File: config.mk
export PLATFORM = sky130hd
export DESIGN_NAME = ccc_lock_supervisor
export DESIGN_NICKNAME = d
export VERILOG_FILES = /design/src/rtl/ccc_sup_pkg.sv /design/src/rtl/ccc_sup_sync2.sv /design/src/rtl/ccc_lock_supervisor.sv
export SDC_FILE = /design/constraint.sdc
export NUM_CORES = 1
export LEC_CHECK = 0
export CORE_UTILIZATION = 48
export CTS_CLUSTER_DIAMETER = 100
export CTS_CLUSTER_SIZE = 40
export DETAILED_ROUTE_END_ITERATION = 6
export GPL_TIMING_DRIVEN = 1
export PLACE_DENSITY = 0.74
export SETUP_SLACK_MARGIN = 0.02
export SLEW_MARGIN = 15
export SYNTH_ARGS = -nofsm -noshare
export SYNTH_HDL_FRONTEND = slang
export SYNTH_SLANG_ARGS = --single-unit
File: constraint.sdc
create_clock -name clk -period 1.8 [get_ports clk]
set_clock_uncertainty 0.15 [all_clocks]
set_input_delay 0.36 -clock clk [delete_from_list [all_inputs] [get_ports clk]]
set_output_delay 0.36 -clock clk [all_outputs]
set_load 0.01 [all_outputs]
File: src/rtl/ccc_sup_pkg.sv
// Shared types and constants for the CCC/PLL lock supervisor.
// The optional loss counter is enabled with CCC_SUP_LOSS_COUNT_EN.
package ccc_sup_pkg;

  typedef enum logic [2:0] {
    PllRst,
    WaitLock,
    Stable,
    Run,
    Fault
  } state_e;

  localparam int unsigned SyncDepth = 2;

  // Width that holds every terminal count (max - 1); never below one bit.
  function automatic int unsigned timer_width(input int unsigned a, input int unsigned b,
                                              input int unsigned c);
    int unsigned m;
    m = a;
    if (b > m) m = b;
    if (c > m) m = c;
    return (m > 1) ? $clog2(m) : 1;
  endfunction

endpackage

File: src/rtl/ccc_sup_sync2.sv
// Flip-flop chain synchronizer (SyncDepth stages) for a single async level signal.
module ccc_sup_sync2
  import ccc_sup_pkg::*;
(
  input  logic clk,
  input  logic rst_n,
  input  logic d,
  output logic q
);

  logic [SyncDepth-1:0] stages_q;

  always_ff @(posedge clk or negedge rst_n) begin
    if (!rst_n) begin
      stages_q <= '0;
    end else begin
      stages_q <= {stages_q[SyncDepth-2:0], d};
    end
  end

  assign q = stages_q[SyncDepth-1];

endmodule

File: src/rtl/ccc_lock_supervisor.sv
// Sequences the CCC PLL reset, qualifies LOCK and gates the GL-domain fabric reset.
// Define CCC_SUP_LOSS_COUNT_EN to build the saturating lock-loss event counter.
module ccc_lock_supervisor
  import ccc_sup_pkg::*;
#(
  parameter int unsigned PLL_RST_CYCLES = 16,
  parameter int unsigned LOCK_TIMEOUT   = 4096,
  parameter int unsigned STABLE_CYCLES  = 1024,
  parameter int unsigned LOSS_FILTER    = 4,
  parameter int unsigned MAX_RETRIES    = 3
) (
  input  logic       clk,
  input  logic       rst_n,
  input  logic       lock_async,
  input  logic       sw_relock,
  output logic       pll_arst_n,
  output logic       fabric_rst_n,
  output logic       locked,
  output logic       fault,
  output logic [1:0] retry_cnt,
  output logic [7:0] loss_count
);

  localparam int unsigned TW = timer_width(PLL_RST_CYCLES, LOCK_TIMEOUT, STABLE_CYCLES);
  localparam int unsigned LW = $clog2(LOSS_FILTER + 1);

  state_e          state_q, state_d;
  logic [TW-1:0]   timer_q, timer_d;
  logic [LW-1:0]   loss_q, loss_d;
  logic [1:0]      retry_q, retry_d;
  logic            lock_s;

  ccc_sup_sync2 u_lock_sync (
    .clk   (clk),
    .rst_n (rst_n),
    .d     (lock_async),
    .q     (lock_s)
  );

  always_ff @(posedge clk or negedge rst_n) begin
    if (!rst_n) begin
      state_q <= PllRst;
      timer_q <= '0;
      loss_q  <= '0;
      retry_q <= '0;
    end else begin
      state_q <= state_d;
      timer_q <= timer_d;
      loss_q  <= loss_d;
      retry_q <= retry_d;
    end
  end

  always_comb begin
    state_d = state_q;
    timer_d = timer_q + 1'b1;
    loss_d  = '0;
    retry_d = retry_q;
    unique case (state_q)
      PllRst: begin
        if (timer_q == TW'(PLL_RST_CYCLES - 1)) state_d = WaitLock;
      end
      WaitLock: begin
        if (lock_s) begin
          state_d = Stable;
        end else if (timer_q == TW'(LOCK_TIMEOUT - 1)) begin
          if (32'(retry_q) < MAX_RETRIES) begin
            state_d = PllRst;
            retry_d = (retry_q == 2'd3) ? retry_q : retry_q + 2'd1;
          end else begin
            state_d = Fault;
          end
        end
      end
      Stable: begin
        if (!lock_s) begin
          state_d = WaitLock;
        end else if (timer_q == TW'(STABLE_CYCLES - 1)) begin
          state_d = Run;
          retry_d = '0;
        end
      end
      Run: begin
        timer_d = timer_q;
        if (!lock_s) begin
          loss_d = loss_q + 1'b1;
          if (loss_q == LW'(LOSS_FILTER - 1)) state_d = PllRst;
        end
      end
      Fault: begin
        timer_d = timer_q;
      end
      default: state_d = PllRst;
    endcase
    // Software re-lock overrides any transition decided above.
    if (sw_relock) begin
      state_d = PllRst;
      retry_d = '0;
    end
    if (sw_relock || (state_d != state_q)) begin
      timer_d = '0;
      loss_d  = '0;
    end
  end

  always_comb begin
    pll_arst_n   = state_q inside {WaitLock, Stable, Run};
    fabric_rst_n = (state_q == Run);
    locked       = (state_q == Run);
    fault        = (state_q == Fault);
    retry_cnt    = retry_q;
  end

`ifdef CCC_SUP_LOSS_COUNT_EN
  logic [7:0] loss_count_q;

  always_ff @(posedge clk or negedge rst_n) begin
    if (!rst_n) begin
      loss_count_q <= '0;
    end else if ((state_q == Run) && (state_d == PllRst) && !sw_relock &&
                 (loss_count_q != 8'hff)) begin
      loss_count_q <= loss_count_q + 8'd1;
    end
  end

  assign loss_count = loss_count_q;
`else
  assign loss_count = '0;
`endif

endmodule

==> results of run 1 <==
## metrics by stage
| stage | instances | setup slack (ns) |
|---|---|---|
| 2_1_floorplan | 147 | -0.0174 |
| 3_3_place_gp | 203 | -0.0921 |
| 3_5_place_dp | 203 | -0.123 |
| 4_1_cts | 222 | -0.117 |
| 5_1_grt | 226 | -0.318 |
| 6_report | 226 | -0.221 |
## per-layer routing
metal / GRT usage / vias up / part of all wire
met3: 0.0417 / 19 / 0.059
met1: 0.348 / 658 / 0.40
li1: - / 581 / -
met5: 0 / - / 0
met4: 0.120 / 0 / 0.040
met2: 0.502 / 78 / 0.50
## critical path: stages, from the launching register on
cell	delay, ns
dfrtp_1	0.43
and3b_2	0.25
buf_6	0.13
buf_6	0.11
nor4_4	0.30
buf_4	0.17
nand4_1	0.10
xor2_1	0.16
nor2_1	0.13
## state kept, by name, indices dropped and copies added, names as in the netlist
register / count
loss_q: 3
retry_cnt: 2
timer_q: 12
state_q: 3
u_lock_sync.stages_q: 2
## power by group
part	switching (µW)	total (µW)	leakage (µW)	internal, µW
Sequential	8.21	510	0.000299	502
Combinational	52.6	92.1	0.000640	39.5
Clock	175	299	0.0000210	124
## placed cells by master (no fill, tap or decap), types with 3 or more instances in the layout
cell type	instances
buf_4	45
dfrtp_1	21
nor2_1	20
nand2_1	12
xor2_1	8
conb_1	8
buf_6	7
inv_1	5
nor4_4	4
nand4_1	4
nor3_1	3
a21oi_2	3
xnor2_1	3
clkbuf_4	3
clkdlybuf4s50_1	3
## worst max path at each step
stage / endpoint
2_1_floorplan: retry_cnt[0]
3_5_place_dp: timer_q[1]
3_3_place_gp: timer_q[1]
6_report: timer_q[11]
5_1_grt: timer_q[11]
4_1_cts: timer_q[1]
## what timing repair did
item,4_1_cts,5_1_grt
buffers inserted,14,4
resized for setup,35,24
cloned,1,0
pin swaps,13,8
endpoints found under the setup margin,20,24
endpoints found under the hold margin,0,0
## final cells by class
| class | count | area, µm² | area share |
|---|---|---|---|
| multi-input cells | 106 | 903 | 0.445 |
| repair buffers | 59 | 482 | 0.237 |
| well taps | 30 | 37.5 | 0.0185 |
| clock buffers | 4 | 36.3 | 0.0179 |
| inverters | 5 | 18.8 | 0.00925 |
| flip-flops and latches | 22 | 552 | 0.272 |
## synth_stat cells (all sizes together) (3+ instances only)
cell,instances
nor3,4
buf,15
xor2,8
o21ai,4
a21oi,3
nand2,14
nand4,5
ha,4
xnor2,3
inv,5
dfrtp,22
nor4,6
nor2,22
## cell families (layout without fill, tap and decap cells)
| group | after synthesis | in the layout | synth area share |
|---|---|---|---|
| other cells | 1 | 8 | 0.00283 |
| fa+ha+maj | 4 | 4 | 0.0378 |
| simple gates | 66 | 66 | 0.289 |
| mux | 2 | 2 | 0.0151 |
| buf+inv | 20 | 68 | 0.0869 |
| compound gates | 14 | 15 | 0.0794 |
| flops | 22 | 22 | 0.416 |
| xor+xnor | 11 | 11 | 0.0728 |
==> tab_implementation.tex, run 1 <==
\begin{tabular}{lr}
\hline
Metric & Value \\
\hline
\multicolumn{2}{l}{\textbf{Route}} \\
Violation count after the first detailed-routing iteration & 54 \\
Detailed-route wire length & 4340 µm \\
Vias per Instance & 5.91 \\
Detail Route Antenna Nets & 0 \\
DRT Pass-1 Iters & 4 \\
Average wire per cell in the routed design & 19.2 µm \\
Total number of vias & 1336 \\
DRC violation count after routing & 0 \\
\multicolumn{2}{l}{\textbf{Synthesis}} \\
Most area-consuming cells after synthesis & dfrtp\_1, nor2\_1, xor2\_1 \\
Post-synth EDFFs & 0 \\
Number of distinct library cell variants in the gate-level netlist after synthesis & 40 \\
Register bit total from synthesis & 22 \\
Warnings, synthesis & 0 \\
Post-synth top area share & 0.416 \\
Netlist Area Pre-Place & 1320 µm² \\
Proportion of synthesized chip area in sequential cells & 0.416 \\
Post-Syn Instances & 140 \\
Mean Syn Cell Area & 9.46 µm² \\
Area leader, netlist & dfrtp\_1 \\
Async set-or-reset flop fraction in the synthesized netlist & 1.00 \\
Dominant synthesized flop cell & dfrtp\_1 \\
\multicolumn{2}{l}{\textbf{Critical path}} \\
Reg2Reg Capture Point & timer\_q[11] \\
Reg-to-reg slack, setup & -0.22 ns \\
Type of destination of the critical path & flop \\
Reg-to-reg startpoint & state\_q[2] \\
Critical path type & reg -> reg \\
Largest fanout of any net on the critical path & 4 \\
Crit. Startpoint & state\_q[2] \\
Critical Path Source Type & flop \\
Reg2Reg Depth & 8 \\
Worst Path Arrival & 2.13 ns \\
CP Data Required Time & 1.90 ns \\
\multicolumn{2}{l}{\textbf{Timing}} \\
Min Tclk post-route & 2.02 ns \\
Final setup violation count & 19 \\
Final-layout worst hold slack & 0.202 ns \\
Total negative slack & -2.10 ns \\
Crit path setup slack, layout & -0.221 ns \\
Count of final max-slew check failures & 0 \\
Setup repair after global routing missed its margin & true \\
Portion of the clock cycle consumed by the worst path in the final layout & 1.12 \\
Final hold viol count & 0 \\
Highest attainable clock frequency & 0.495 GHz \\
\multicolumn{2}{l}{\textbf{Clock tree}} \\
Largest buffer count on any clock path & 2 \\
Clock input transition at the sequential cells of the worst setup and hold paths & 0.14 ns \\
Number of H-tree levels & 1 \\
Total CTS buffers & 3 \\
Clk Tree Root Cell & clkbuf\_4 \\
CTS tree & done \\
Count of hold buffers inserted by post-cts repair & 0 \\
Worst skew pair latency & 0.33 ns \\
Sinks on the clock net & 22 \\
\multicolumn{2}{l}{\textbf{Die}} \\
Number of placement rows & 18 \\
Overall die height & 54.5 µm \\
Die width & 54.5 µm \\
Placeable core region & 2540 µm² \\
Starting Density & 0.520 \\
Boundary pin count & 18 \\
Die area & 2970 µm² \\
\multicolumn{2}{l}{\textbf{Power}} \\
Power per standard cell area & 444 nW/µm² \\
Largest vdd supply drop & 0.000600 V \\
Overall power consumption & 902 µW \\
Lkg Pwr & 0.000959 µW \\
\multicolumn{2}{l}{\textbf{Finish}} \\
Core utilization of the finished layout & 0.797 \\
Count of inserted antenna diode cells & 0 \\
Final standard cell area without fillers & 2030 µm² \\
Filler cell count & 150 \\
Fraction of layout instances using a drive strength above 1 & 0.464 \\
Area growth syn-to-layout & 53.3\% \\
Number of nets in the layout & 205 \\
\multicolumn{2}{l}{\textbf{Placement}} \\
Cell area after placement & 1640 µm² \\
Number of buffer cells added on primary ports & 9 \\
Detailed Place HPWL & 2110 µm \\
Placer congestion estimate & 0.883 \\
\multicolumn{2}{l}{\textbf{Run status}} \\
Violated checks & negative setup slack \\
Run status & complete, but fails checks \\
\multicolumn{2}{l}{\textbf{Global route}} \\
Via count of the first global-routing pass & 1231 \\
Grt ovf & 0 \\
Global router's overall resource usage & 0.287 \\
Pin count of the biggest net entering global routing & 23 \\
First-pass GRT wire length & 5780 µm \\
Number of antenna violations at the first check in global routing & 0 \\
\multicolumn{2}{l}{\textbf{Run}} \\
Reported max-cap violation count & 0 \\
\multicolumn{2}{l}{\textbf{Hold path}} \\
Worst hold path class & in -> async \\
\hline
\end{tabular}
Note: power is estimated with default switching activity, not from simulation.
==> run 2: changes to the inputs <==
- REMOVE_ABC_BUFFERS: unset -> 1
==> tab_implementation.tex, run 2 (synthesized netlist as in run 1, its figures left out) <==
\begin{tabular}{lr}
\hline
Metric & Value \\
\hline
\multicolumn{2}{l}{\textbf{Global route}} \\
Grt ovf & 0 (unchanged) \\
First-pass GRT wire length & 5330 µm (-7.8\%) \\
Global router's overall resource usage & 0.262 (-0.0250) \\
Pin count of the biggest net entering global routing & 23 (unchanged) \\
Via count of the first global-routing pass & 1215 (-1.3\%) \\
Number of antenna violations at the first check in global routing & 0 (unchanged) \\
\multicolumn{2}{l}{\textbf{Die}} \\
Overall die height & 54.5 µm (unchanged) \\
Number of placement rows & 18 (unchanged) \\
Die width & 54.5 µm (unchanged) \\
Die area & 2970 µm² (unchanged) \\
Placeable core region & 2540 µm² (unchanged) \\
Boundary pin count & 18 (unchanged) \\
Starting Density & 0.520 (unchanged) \\
\multicolumn{2}{l}{\textbf{Hold path}} \\
Worst hold path class & in -> async \\
\multicolumn{2}{l}{\textbf{Finish}} \\
Largest registers & timer\_q: 12 flops, loss\_q: 3 flops, state\_q: 3 flops \\
Flip-flop count of the largest register after layout & 12 (unchanged) \\
Most frequent standard cell in the layout excluding fill and tap cells & buf\_4 \\
Final std cells w/o fill & 223 (-1.3\%) \\
Count of inserted antenna diode cells & 0 (unchanged) \\
Top library cells by usage in the layout, fill and taps aside & buf\_4, dfrtp\_1, nor2\_1 \\
Area growth syn-to-layout & 49.9\% \\
Fraction of layout instances using a drive strength above 1 & 0.461 (-0.00315) \\
Reg with most FFs & timer\_q \\
Sequential cell area & 553 µm² (+0.23\%) \\
Filler cell count & 154 (+2.7\%) \\
Multi-input gate area in the final layout & 841 µm² (-6.9\%) \\
Number of nets in the layout & 202 (-1.5\%) \\
\multicolumn{2}{l}{\textbf{Placement}} \\
Number of buffer cells added on primary ports & 9 (unchanged) \\
Placer congestion estimate & 0.881 (-0.33\%) \\
Detailed Place HPWL & 2140 µm (+1.1\%) \\
DP Cell Count & 205 (+0.99\%) \\
\multicolumn{2}{l}{\textbf{Clock tree}} \\
Total CTS buffers & 3 (unchanged) \\
Sinks on the clock net & 22 (unchanged) \\
Number of H-tree levels & 1 (unchanged) \\
Clk Tree Root Cell & clkbuf\_4 \\
CTS tree & done \\
Clock input transition at the sequential cells of the worst setup and hold paths & 0.13 ns (about the same) \\
Largest buffer count on any clock path & 2 (unchanged) \\
Worst skew pair latency & 0.33 ns (about the same) \\
\multicolumn{2}{l}{\textbf{Critical path}} \\
Critical path type & reg -> reg \\
Reg2Reg Depth & 8 (unchanged) \\
CP Data Required Time & 1.88 ns (-0.02 ns) \\
Worst Path Arrival & 2.03 ns (-0.10 ns) \\
Largest fanout of any net on the critical path & 7 (+3) \\
Critical path capture point & timer\_q[5] \\
Reg2Reg Capture Point & timer\_q[5] \\
Type of destination of the critical path & flop \\
Critical Path Source Type & flop \\
Reg-to-reg slack, setup & -0.15 ns (+0.07 ns) \\
Crit. Startpoint & state\_q[2] \\
Reg-to-reg startpoint & state\_q[2] \\
\multicolumn{2}{l}{\textbf{Route}} \\
Vias per Instance & 5.80 (-1.9\%) \\
Total number of vias & 1293 (-3.2\%) \\
Detail Route Antenna Nets & 0 (unchanged) \\
Violation count after the first detailed-routing iteration & 29 (-46\%) \\
DRT Pass-1 Iters & 4 (unchanged) \\
DRC violation count after routing & 0 (unchanged) \\
Detailed-route wire length & 3860 µm (-11\%) \\
Average wire per cell in the routed design & 17.3 µm (-9.9\%) \\
\multicolumn{2}{l}{\textbf{Power}} \\
Power per standard cell area & 499 nW/µm² (+12\%) \\
Lkg Pwr & 0.000948 µW (-1.2\%) \\
Largest vdd supply drop & 0.000598 V (-0.36\%) \\
\multicolumn{2}{l}{\textbf{Run}} \\
Reported max-cap violation count & 0 (unchanged) \\
\multicolumn{2}{l}{\textbf{Timing}} \\
Min Tclk post-route & 1.95 ns (-0.0720 ns) \\
Portion of the clock cycle consumed by the worst path in the final layout & 1.08 (-0.0400) \\
Count of final max-slew check failures & 0 (unchanged) \\
Crit path setup slack, layout & -0.149 ns (+0.0720 ns) \\
Total negative slack & -2.17 ns (-0.0689 ns) \\
Final-layout worst hold slack & 0.217 ns (+0.0142 ns) \\
Setup repair after global routing missed its margin & true \\
Highest attainable clock frequency & 0.513 GHz (+3.7\%) \\
Final setup violation count & 18 (-1) \\
Final hold viol count & 0 (unchanged) \\
\multicolumn{2}{l}{\textbf{Run status}} \\
Run status & complete, but fails checks \\
Violated checks & negative setup slack \\
\hline
\end{tabular}
==> run 2: changes by cell type in the layout (fill, tap and decap cells not counted), moves of 2 or more <==
cell	previous run	this run
nor2_2	1	4
buf_6	7	11
nor2_4	1	3
nor2_1	20	15
buf_4	45	39
a32oi_4	2	0
==> run 2: worst min path at each step <==
| stage | endpoint | slack [ns] |
|---|---|---|
| global placement | u_lock_sync.stages_q[1] | 0.18 |
| detailed placement | u_lock_sync.stages_q[1] | 0.19 |
| finish | state_q[2] | 0.22 |
| floorplan | loss_q[0] | -0.09 |
| global route | u_lock_sync.stages_q[1] | 0.22 |
| CTS | u_lock_sync.stages_q[1] | 0.22 |
==> run 2: where the power goes <==
group	internal, µW	total, µW	switching, µW
Clock	226	391	165
Sequential	502	511	9.33
Combinational	37.3	89.0	51.7
Total	765	991	226
==> run 2: final cells by class <==
cell class | instances | area share
Multi-Input combinational cell | 105 | 0.424
Inverter | 5 | 0.00946
Timing Repair Buffer | 57 | 0.243
Tap cell | 30 | 0.0189
Sequential cell | 22 | 0.279
Clock inverter | 1 | 0.0151
Clock buffer | 3 | 0.0113
==> run 2: per-layer routing <==
metal,up-vias,GRT usage,part of all wire
met2,48,0.437,0.52
met1,659,0.300,0.40
met4,0,0.150,0.040
li1,572,-,-
met5,-,0,0
met3,14,0.0694,0.040
==> run 2: critical path: stages, from the launching register on <==
cell and delay (ns):
dfrtp_1 0.45, buf_4 0.14, and3b_2 0.22, buf_6 0.14
nor4_4 0.25, buf_4 0.18, nand2_2 0.07, xor2_2 0.20
nor2_4 0.05
==> run 2: what timing repair did <==
action                     CTS  global route
pin swaps                   14             6
setup buffers               10             3
cloned                       1             0
hold buffers                 0             0
setup endpoints to repair   20            21
resized for setup           38            26
==> run 2: through the flow <==
stage / setup slack, ns / util / area (µm²) / total power, µW
after floorplan: -0.0263 / - / 1250 / 549
after global placement: -0.121 / 0.643 / 1640 / 588
after detailed placement: -0.187 / 0.643 / 1640 / 591
after CTS: -0.110 / 0.731 / 1860 / 979
after global routing: -0.198 / 0.780 / 1980 / 1020
final: -0.149 / 0.780 / 1980 / 991
